## src/rtl/router_fsm_nch.sv

```systemverilog
// ---------------------------------------------------------------------------
// router_fsm_nch
//
// Control FSM for the 1xN packet router. It decodes the destination address
// carried in the header byte, latches a one-hot channel select for the whole
// packet, and sequences the header, payload and parity writes into the
// selected FIFO. It also handles the conditions that can stop a packet:
//   - headers that address a channel which does not exist are dropped,
//   - a soft reset on the selected channel abandons the packet,
//   - a watchdog abandons a packet that stalls for too long on a FIFO that
//     never drains.
//
// Parameters
//   NUM_CH          number of destination channels (2..16)
//   ADDR_W          width of the header address field, data_in[ADDR_W-1:0]
//   DATA_W          data bus width (>= ADDR_W)
//   TIMEOUT_CYCLES  stall limit in cycles; 0 disables the watchdog
//   TO_W            watchdog counter width (must hold TIMEOUT_CYCLES)
//
// Ports
//   clock          in   rising-edge clock
//   reset          in   synchronous active-high reset
//   pkt_valid      in   source byte valid
//   data_in        in   source byte; the header carries the address
//   fifo_full      in   per-channel FIFO full flags
//   fifo_empty     in   per-channel FIFO empty flags
//   parity_done    in   parity byte has been captured
//   low_pkt_valid  in   pkt_valid fell while the FSM was stalled
//   soft_reset     in   per-channel soft reset from the read side
//   ch_sel         out  one-hot latched destination channel
//   busy .. rst_int_reg, drop_state
//                  out  Moore decodes of the current state
//   timeout_err    out  one-cycle pulse after a watchdog abort
// ---------------------------------------------------------------------------
module router_fsm_nch #(
  parameter int NUM_CH         = 3,
  parameter int ADDR_W         = $clog2(NUM_CH),
  parameter int DATA_W         = 8,
  parameter int TIMEOUT_CYCLES = 1023,
  parameter int TO_W           = 10
) (
  input  logic              clock,
  input  logic              reset,
  input  logic              pkt_valid,
  input  logic [DATA_W-1:0] data_in,
  input  logic [NUM_CH-1:0] fifo_full,
  input  logic [NUM_CH-1:0] fifo_empty,
  input  logic              parity_done,
  input  logic              low_pkt_valid,
  input  logic [NUM_CH-1:0] soft_reset,
  output logic [NUM_CH-1:0] ch_sel,
  output logic              busy,
  output logic              detect_add,
  output logic              lfd_state,
  output logic              ld_state,
  output logic              write_enb_reg,
  output logic              full_state,
  output logic              laf_state,
  output logic              rst_int_reg,
  output logic              drop_state,
  output logic              timeout_err
);

  typedef enum logic [3:0] {
    DECODE_ADDRESS,
    WAIT_TILL_EMPTY,
    LOAD_FIRST_DATA,
    LOAD_DATA,
    FIFO_FULL_STATE,
    LOAD_AFTER_FULL,
    LOAD_PARITY,
    CHECK_PARITY_ERR,
    DROP_PACKET
  } state_e;

  // The watchdog compares against TIMEOUT_CYCLES-1 so that an abort happens
  // after exactly TIMEOUT_CYCLES stall cycles. A zero limit turns it off.
  localparam bit            WD_EN    = (TIMEOUT_CYCLES > 0);
  localparam logic [TO_W-1:0] WD_LIMIT =
    TO_W'((TIMEOUT_CYCLES > 0) ? (TIMEOUT_CYCLES - 1) : 0);

  state_e            state_q, state_d;
  logic [NUM_CH-1:0] ch_sel_q, ch_sel_d;
  logic [TO_W-1:0]   wd_cnt_q, wd_cnt_d;
  logic              timeout_err_q, timeout_err_d;

  logic [ADDR_W-1:0] addr;
  logic              addr_valid;
  logic [NUM_CH-1:0] addr_onehot;
  logic              hdr_empty;
  logic              sel_full;
  logic              sel_empty;
  logic              sel_soft_rst;
  logic              in_stall;

  // Header decode. The one-hot of an out-of-range address shifts out to
  // zero, but it is only ever used once the address is known to be valid.
  // The header's empty check uses the freshly decoded address because
  // ch_sel_q still holds the previous packet's channel at this point.
  always_comb begin
    addr        = data_in[ADDR_W-1:0];
    addr_valid  = (32'(addr) < 32'(NUM_CH));
    addr_onehot = NUM_CH'(1) << addr;
    hdr_empty   = |(fifo_empty & addr_onehot);
  end

  // Everything after the header looks only at the latched channel, so flags
  // from the other channels can never disturb a packet in flight.
  always_comb begin
    sel_full     = |(fifo_full & ch_sel_q);
    sel_empty    = |(fifo_empty & ch_sel_q);
    sel_soft_rst = |(soft_reset & ch_sel_q);
    in_stall     = (state_q == WAIT_TILL_EMPTY) || (state_q == FIFO_FULL_STATE);
  end

  // State register plus channel select, watchdog counter and the registered
  // timeout pulse, all cleared together by the synchronous reset.
  always_ff @(posedge clock) begin
    if (reset) begin
      state_q       <= DECODE_ADDRESS;
      ch_sel_q      <= '0;
      wd_cnt_q      <= '0;
      timeout_err_q <= 1'b0;
    end else begin
      state_q       <= state_d;
      ch_sel_q      <= ch_sel_d;
      wd_cnt_q      <= wd_cnt_d;
      timeout_err_q <= timeout_err_d;
    end
  end

  // Next-state logic. The normal packet flow is computed first, then the
  // watchdog and finally the selected-channel soft reset override it, so the
  // last writer has the highest priority.
  always_comb begin
    state_d       = state_q;
    ch_sel_d      = ch_sel_q;
    wd_cnt_d      = '0;
    timeout_err_d = 1'b0;

    unique case (state_q)
      DECODE_ADDRESS: begin
        if (pkt_valid) begin
          if (!addr_valid) begin
            state_d = DROP_PACKET;
          end else begin
            ch_sel_d = addr_onehot;
            state_d  = hdr_empty ? LOAD_FIRST_DATA : WAIT_TILL_EMPTY;
          end
        end
      end
      WAIT_TILL_EMPTY: begin
        if (sel_empty) state_d = LOAD_FIRST_DATA;
      end
      LOAD_FIRST_DATA: begin
        state_d = LOAD_DATA;
      end
      LOAD_DATA: begin
        if (sel_full)        state_d = FIFO_FULL_STATE;
        else if (!pkt_valid) state_d = LOAD_PARITY;
      end
      FIFO_FULL_STATE: begin
        if (!sel_full) state_d = LOAD_AFTER_FULL;
      end
      LOAD_AFTER_FULL: begin
        if (parity_done)        state_d = DECODE_ADDRESS;
        else if (low_pkt_valid) state_d = LOAD_PARITY;
        else                    state_d = LOAD_DATA;
      end
      LOAD_PARITY: begin
        state_d = CHECK_PARITY_ERR;
      end
      CHECK_PARITY_ERR: begin
        state_d = sel_full ? FIFO_FULL_STATE : DECODE_ADDRESS;
      end
      DROP_PACKET: begin
        if (!pkt_valid) state_d = DECODE_ADDRESS;
      end
      default: begin
        state_d = DECODE_ADDRESS;
      end
    endcase

    // The watchdog counts only while stalled; any other state leaves the
    // default of zero in place.
    if (in_stall) begin
      wd_cnt_d = wd_cnt_q + TO_W'(1);
      if (WD_EN && (wd_cnt_q == WD_LIMIT)) begin
        state_d       = DECODE_ADDRESS;
        wd_cnt_d      = '0;
        timeout_err_d = 1'b1;
      end
    end

    // A soft reset of the active channel abandons the packet. In
    // DECODE_ADDRESS there is no packet to abandon, so it is ignored there.
    if (sel_soft_rst && (state_q != DECODE_ADDRESS)) begin
      state_d       = DECODE_ADDRESS;
      wd_cnt_d      = '0;
      timeout_err_d = 1'b0;
    end
  end

  // Moore output decodes. busy stays low while dropping because the source
  // must keep streaming the bytes being thrown away.
  always_comb begin
    detect_add    = (state_q == DECODE_ADDRESS);
    lfd_state     = (state_q == LOAD_FIRST_DATA);
    ld_state      = (state_q == LOAD_DATA);
    full_state    = (state_q == FIFO_FULL_STATE);
    laf_state     = (state_q == LOAD_AFTER_FULL);
    rst_int_reg   = (state_q == CHECK_PARITY_ERR);
    drop_state    = (state_q == DROP_PACKET);
    write_enb_reg = (state_q == LOAD_DATA) || (state_q == LOAD_PARITY) ||
                    (state_q == LOAD_AFTER_FULL);
    busy          = !((state_q == DECODE_ADDRESS) || (state_q == LOAD_DATA) ||
                      (state_q == DROP_PACKET));
    ch_sel        = ch_sel_q;
    timeout_err   = timeout_err_q;
  end

endmodule

```

## config.mk

```make
export PLATFORM = sky130hd
export DESIGN_NAME = router_fsm_nch
export DESIGN_NICKNAME = d
export VERILOG_FILES = /design/src/rtl/router_fsm_nch.sv
export SDC_FILE = /design/constraint.sdc
export NUM_CORES = 1
export LEC_CHECK = 0
export CAP_MARGIN = 25
export CORE_AREA = 2 2 69 71
export CTS_CLUSTER_DIAMETER = 120
export DETAILED_ROUTE_END_ITERATION = 8
export DIE_AREA = 0 0 71 73
export HOLD_SLACK_MARGIN = 0.06
export PLACE_DENSITY = 0.56
export REMOVE_ABC_BUFFERS = 1
export SKIP_LAST_GASP = 1
export SYNTH_ARGS = -nofsm -noshare
export SYNTH_HDL_FRONTEND = slang
export SYNTH_SLANG_ARGS = --single-unit
```

## constraint.sdc

```tcl
create_clock -name clock -period 1.5 [get_ports clock]
set_input_delay 0.15 -clock clock [delete_from_list [all_inputs] [get_ports clock]]
set_output_delay 0.15 -clock clock [all_outputs]
set_load 0.03 [all_outputs]
```

==> metrics.md, run 1 <==
| Metric | Value |
|---|---|
| Status | completed |
| Cts hold-fix bufs | 0 |
| Cell Rows | 25 |
| Post-synth top area share | 34.0% |
| TritonCTS Buffers | 3 |
| First-pass GRT wire length | 4820 µm |
| HPWL Detailed | 2120 µm |
| WL per Instance | 11.3 µm |
| Placed Area | 0.00159 mm² |
| Buf+Inv Stages, Crit Path | 2 |
| Core area | 0.00454 mm² |
| Lkg Pwr | 0.000678 µW |
| CTS Root Cell | clkbuf_8 |
| Initial antenna violation count | 0 |
| Core Util, Final | 37.8% |
| Chip Width | 71 µm |
| 1st-iter DRT viols | 46 |
| Worst min-delay path category | input pin to register |
| Worst slew margin | 76.5% |
| Worst-path cell chain | nor4_4 -> buf_4 -> buf_6 |
| Synth area leaders | dfxtp_1, nor2_1, xnor2_1 |
| Port Buffers | 28 |
| Average vias per placed instance | 4.61 |
| Final Power | 1540 µW |
| Gate Count Post-Synth | 129 |
| Largest net degree at the start of global routing | 12 |
| Synth warnings | 0 |
| Critical path peak fanout | 5 |
| WP data arrival | 1.32 ns |
| Final setup viols | 0 |
| Peak VDD IR | 0.000635 V |
| Die H | 73 µm |
| Seq/Total Area, Yosys | 34.0% |
| Grt total ovfl | 0 |
| Drt pass-1 iters | 4 |
| Yosys cell types | 42 |
| Critical Path Sink Type | output pin |
| DRC viols | 0 |
| Final instance area | 0.00172 mm² |
| RSZ-0062 raised after global routing | true |
| Syn_area_per_cell | 8.22 µm² |
| H-tree depth | 1 |
| FMAX | 681 MHz |
| Cell taking the most area after synthesis | dfxtp_1 |
| Routed wire length | 2720 µm |
| Top-Level Pins | 35 |
| Final hold vios | 0 |
| Most common cell in the synthesized netlist | nor2_1 |
| Asr flop ratio synth | 0% |
| Clock tree sinks | 18 |
| Delay-heaviest family, CP | simple AND/OR/NAND/NOR gates |
| CP startpoint kind | register |
| DIE AREA | 0.00518 mm² |
| Dpl ws | -0.295 ns |
| Synthesized cell area | 0.00106 mm² |
| Top cells by count, synth | nor2_1, dfxtp_1, nand2_1, nor3_1, xnor2_1 |
| Clock Pin Slew Worst Setup and Hold Paths | 0.07 ns |
| Tcrit/Tclk final | 97.9% |
| Share of cells above drive strength 1 | 32.3% |
| ANT cells | 0 |
| Latest clock arrival within the worst-skew pair | 0.25 ns |
| Max stage delay on crit path | 0.38 ns |
| Max Root-Sink Buffers | 2 |
| Placer Congestion | 0.782 |
| Synthesis-to-finish area growth | 61.8% |
| Gr usage total | 11.4% |
| Synth Register Bits | 18 |
| Nets | 212 |
| Post-synth EDFFs | 0 |
| Skew final | 0.00556 ns |
| Slew Limit Fails | 0 |
| Number of global-route vias before repair | 1,115 |
| Worst-Margin Slew | 0.349 ns |
| Required @ worst endpoint | 1.35 ns |
| PD cells | 899 mW/mm² |
| TNS Setup | 0 ns |
| Initial Util | 23.4% |
| Crit Path Class | register to output pin |
| Max_cap viols | 0 |
| Final min period | 1.47 ns |
| Antenna-violating nets left | 0 |
| Slack of the critical path | 0.0315 ns |
| Crit path max-delay cell type | nor4_4 |
| Via count | 1,106 |
| Ys flop type | dfxtp_1 |
| TritonCTS clock tree | built |
-- layout by cell type, fill, tap and decap left out, types with 5 or more instances in the layout --
| cell | n |
|---|---|
| nand2_1 | 6 |
| xnor2_1 | 6 |
| nand3_1 | 5 |
| nor2_1 | 20 |
| dfxtp_1 | 15 |
| clkdlybuf4s50_1 | 16 |
| nor3_1 | 5 |
| buf_4 | 35 |
-- worst reg2reg max path, stage by stage (launching register included) --
cell      delay (ns)
dfxtp_1         0.31
a222oi_1        0.32
buf_4           0.18
a21boi_0        0.12
a211oi_2        0.27
and3_1          0.18
-- cell families (layout without fill, tap and decap cells) --
group / Yosys count / after routing / share of synthesized area [%]
fa+ha+maj: 2 / 2 / 2.36
compound gates: 27 / 27 / 18.4
mux: 2 / 2 / 1.89
buf+inv: 9 / 66 / 4.24
flops: 18 / 18 / 34.0
xor+xnor: 10 / 10 / 8.25
simple gates: 61 / 61 / 30.9
-- registers in the layout, summed over array words and instances, names as in the netlist --
register / cells
wd_cnt_q: 10
timeout_err: 1
state_q: 4
ch_sel: 3
-- layout make-up --
class | instances | area [µm²]
Clock buffer | 3 | 41.3
Sequential cell | 18 | 372
Multi-Input combinational cell | 102 | 707
Timing Repair Buffer | 59 | 514
Fill cell | 462 | 2820
Inverter | 4 | 15.0
Tap cell | 54 | 67.6
-- layer usage --
metal / routed length [µm] / global-route usage (%) / up-vias
met4: 19 / 2.52 / 0
met3: 116 / 3.18 / 2
met1: 1260 / 14.5 / 505
li1: - / - / 581
met2: 1320 / 19.1 / 18
met5: 0 / 0 / -
-- path summary, 6_finish.rpt --
| check | from | end | slack [ns] | depth (start not counted) |
|---|---|---|---|---|
| worst min register to register | wd_cnt_q[9] | timeout_err | 0.52 | 2 |
| worst max register to register | ch_sel[1] | state_q[3] | 0.06 | 5 |
| worst max-delay path | state_q[0] | detect_add | 0.03 | 3 |
| worst min-delay path | reset | ch_sel[0] | 0.51 | 2 |
-- where the power goes --
part           internal (µW)  total (µW)  switching [µW]
clock                    178         327             149
sequential               510         545            34.9
combinational            344         672             329
-- through the flow --
stage / std cells / hold WS (ns)
after floorplan: 124 / 0.219
after global routing: 240 / 0.517
after CTS: 238 / 0.502
after detailed placement: 235 / 0.491
final: 240 / 0.505
after global placement: 235 / 0.487
-- what timing repair did --
| item | CTS | global route |
|---|---|---|
| resized for setup | 12 | 14 |
| buffers inserted | 0 | 2 |
| endpoints found under the setup margin | 18 | 20 |
| pin swaps | 0 | 4 |
Note: power is estimated with default switching activity, not from simulation.
==> run 2: changes to the inputs <==
Settings changed: ABC_CLOCK_PERIOD_IN_PS set to 1300, PLACE_DENSITY 0.56 to 0.58.
Clock period 1.5 ns to 1.3 ns, I/O delays scaled along.
==> run 2 against run 1 <==
  * The run now ends with negative setup slack left
  * Core utilization grew 9.0 points
  * Die area is the same
  * Sequential cell count did not move
  * Critical path type unchanged
  * Largest cell class is now non-clock buffers
  * Largest power group unchanged
==> metrics.md, run 2 (same netlist as run 1, synthesis figures left out) <==
| Metric | Value |
|---|---|
| Status | finished with violations |
| Failing checks | negative setup slack |
| HPWL Detailed | 2210 µm (+4.6%) |
| Average vias per placed instance | 4.71 (+2.2%) |
| Min-Delay Path Depth | 2 (unchanged) |
| Max Root-Sink Buffers | 2 (unchanged) |
| Die H | 73 µm (unchanged) |
| TritonCTS Buffers | 3 (unchanged) |
| Crit Reg-Reg Endpoint | state_q[0] |
| Synthesis-to-finish area growth | 100% |
| Most common cell after layout, fill and taps aside | buf_4 |
| Latest clock arrival within the worst-skew pair | 0.26 ns (about the same) |
| Slack of the critical path | -0.215 ns (-0.246 ns) |
| Final setup viols | 27 (+27) |
| WP data arrival | 1.38 ns (+0.06 ns) |
| Skew final | 0.00400 ns (-0.00156 ns) |
| Antenna-violating nets left | 0 (unchanged) |
| Nets | 242 (+14%) |
| Cts hold-fix bufs | 0 (unchanged) |
| Lkg Pwr | 0.000889 µW (+31%) |
| Max_cap viols | 0 (unchanged) |
| Routed wire length | 3340 µm (+23%) |
| Hold Startpoint | wd_cnt_q[9] |
| TritonCTS clock tree | built |
| Gr usage total | 13.4% (+2.0 points) |
| Largest net degree at the start of global routing | 12 (unchanged) |
| Worst slew margin | 76.8% (+0.25 points) |
| Port Buffers | 28 (unchanged) |
| Chip Width | 71 µm (unchanged) |
| Crit Path Class | register to output pin |
| Critical path peak fanout | 6 (+1) |
| R2R Path Start | state_q[2] |
| RSZ-0062 raised after global routing | true |
| Drt pass-1 iters | 4 (unchanged) |
| Dpl cells | 249 (+6.0%) |
| DRC viols | 0 (unchanged) |
| Max stage delay on crit path | 0.37 ns (about the same) |
| Slew Limit Fails | 0 (unchanged) |
| Endpoint, Worst Hold | wd_cnt_q[9] |
| Final hold vios | 0 (unchanged) |
| FMAX | 660 MHz |
| Dpl ws | -0.499 ns (-0.205 ns) |
| Critical Path Sink Type | output pin |
| Cell Rows | 25 (unchanged) |
| Crit path max-delay cell type | dfxtp_4 |
| DIE AREA | 0.00518 mm² (unchanged) |
| ANT cells | 0 (unchanged) |
| Grt total ovfl | 0 (unchanged) |
| Via count | 1,276 (+15%) |
| Non-filler cells, final | 271 (+13%) |
| 1st-iter DRT viols | 55 (+20%) |
| Clock Pin Slew Worst Setup and Hold Paths | 0.07 ns (about the same) |
| Worst-Margin Slew | 0.346 ns (-0.00367 ns) |
| WL per Instance | 12.3 µm (+8.9%) |
| Most frequent CP cell | buf_6 |
| Top-Level Pins | 35 (unchanged) |
| First-pass GRT wire length | 5580 µm (+16%) |
| R2R depth | 4 (-1) |
| Worst min-delay path category | register to register |
| Initial antenna violation count | 0 (unchanged) |
| Most frequent cells in the layout | buf_4, buf_6, nor2_1 |
| H-tree depth | 1 (unchanged) |
| Register bank with the most flops | wd_cnt_q |
| Number of global-route vias before repair | 1,248 (+12%) |
| CTS Root Cell | clkbuf_8 |
| Required @ worst endpoint | 1.17 ns (-0.18 ns) |
| Max reg flops | 10 (unchanged) |
| PD cells | 995 mW/mm² (+11%) |
| Core area | 0.00454 mm² (unchanged) |
| Final min period | 1.51 ns |
| Final Power | 2120 µW (+37%) |
| Peak VDD IR | 0.000567 V (-11%) |
| CP startpoint kind | register |
| Placer Congestion | 0.767 (-1.9%) |
| Tcrit/Tclk final | 117% |
| Initial Util | 23.4% (unchanged) |
| R2R Setup Slk | -0.19 ns (-0.25 ns) |
| Worst-path cell chain | buf_6 -> buf_8 -> xor2_1 -> nand2_1 -> a21oi_2 -> buf_6 |
| Share of cells above drive strength 1 | 47.9% (+16 points) |
| Clock tree sinks | 18 (unchanged) |
| Hold WS | 0.522 ns (+0.0163 ns) |
run 2: cell types whose count changed in the layout (fill, tap and decap cells not counted), moves of 4 or more:
cell    previous run  this run
nor2_4             0         4
buf_6              4        18
buf_4             35        48
nor2_1            20        16
run 2: cell type report:
type,count,area (µm²)
well taps,54,67.6
inverters,4,15.0
fillers,420,2410
clock buffers,4,55.1
flip-flops and latches,18,374
repair buffers,89,818
multi-input cells,102,797
run 2: how the worst max path moves through the flow:
stage | startpoint | end | slack, ns | depth (start not counted)
floorplan | state_q[1] | state_q[2] | -0.55 | 4
global placement | soft_reset[1] | wd_cnt_q[8] | -0.47 | 6
detailed placement | soft_reset[1] | wd_cnt_q[2] | -0.50 | 6
CTS | state_q[2] | write_enb_reg | -0.20 | 6
global route | ch_sel[2] | wd_cnt_q[8] | -0.28 | 5
finish | state_q[2] | write_enb_reg | -0.21 | 6
run 2: stage by stage:
| stage | util (%) | setup TNS (ns) | area [µm²] |
|---|---|---|---|
| after floorplan | - | -8.42 | 1030 |
| after global routing | 46.9 | -5.69 | 2130 |
| after global placement | 37.6 | -7.05 | 1700 |
| after CTS | 43.3 | -3.70 | 1960 |
| after detailed placement | 37.6 | -7.14 | 1700 |
| final | 46.9 | -3.50 | 2130 |
run 2: repair_timing:
action                                 CTS  global route
gates resized for setup                 46            26
pin swaps                               14            15
setup endpoints to repair               31            29
buffers inserted                        12             7
endpoints found under the hold margin    0             0
run 2: worst max-delay path, delay by kind of cell (launching register included):
family	cells	cell delay, ns
flops	1	0.37
simple gates	1	0.08
compound gates	1	0.14
xor+xnor	1	0.14
buf+inv	3	0.40
run 2: power by group:
group	switching, µW	total, µW	internal [µW]
Combinational	470	1020	551
Clock	196	466	269
Sequential	41.3	631	590
Total	708	2120	1410
run 2: per-layer routing:
| layer | wire (µm) | global-route usage (%) |
|---|---|---|
| met5 | 0 | 0 |
| met4 | 73 | 4.61 |
| met3 | 179 | 3.59 |
| met2 | 1650 | 21.9 |
| met1 | 1440 | 17.0 |
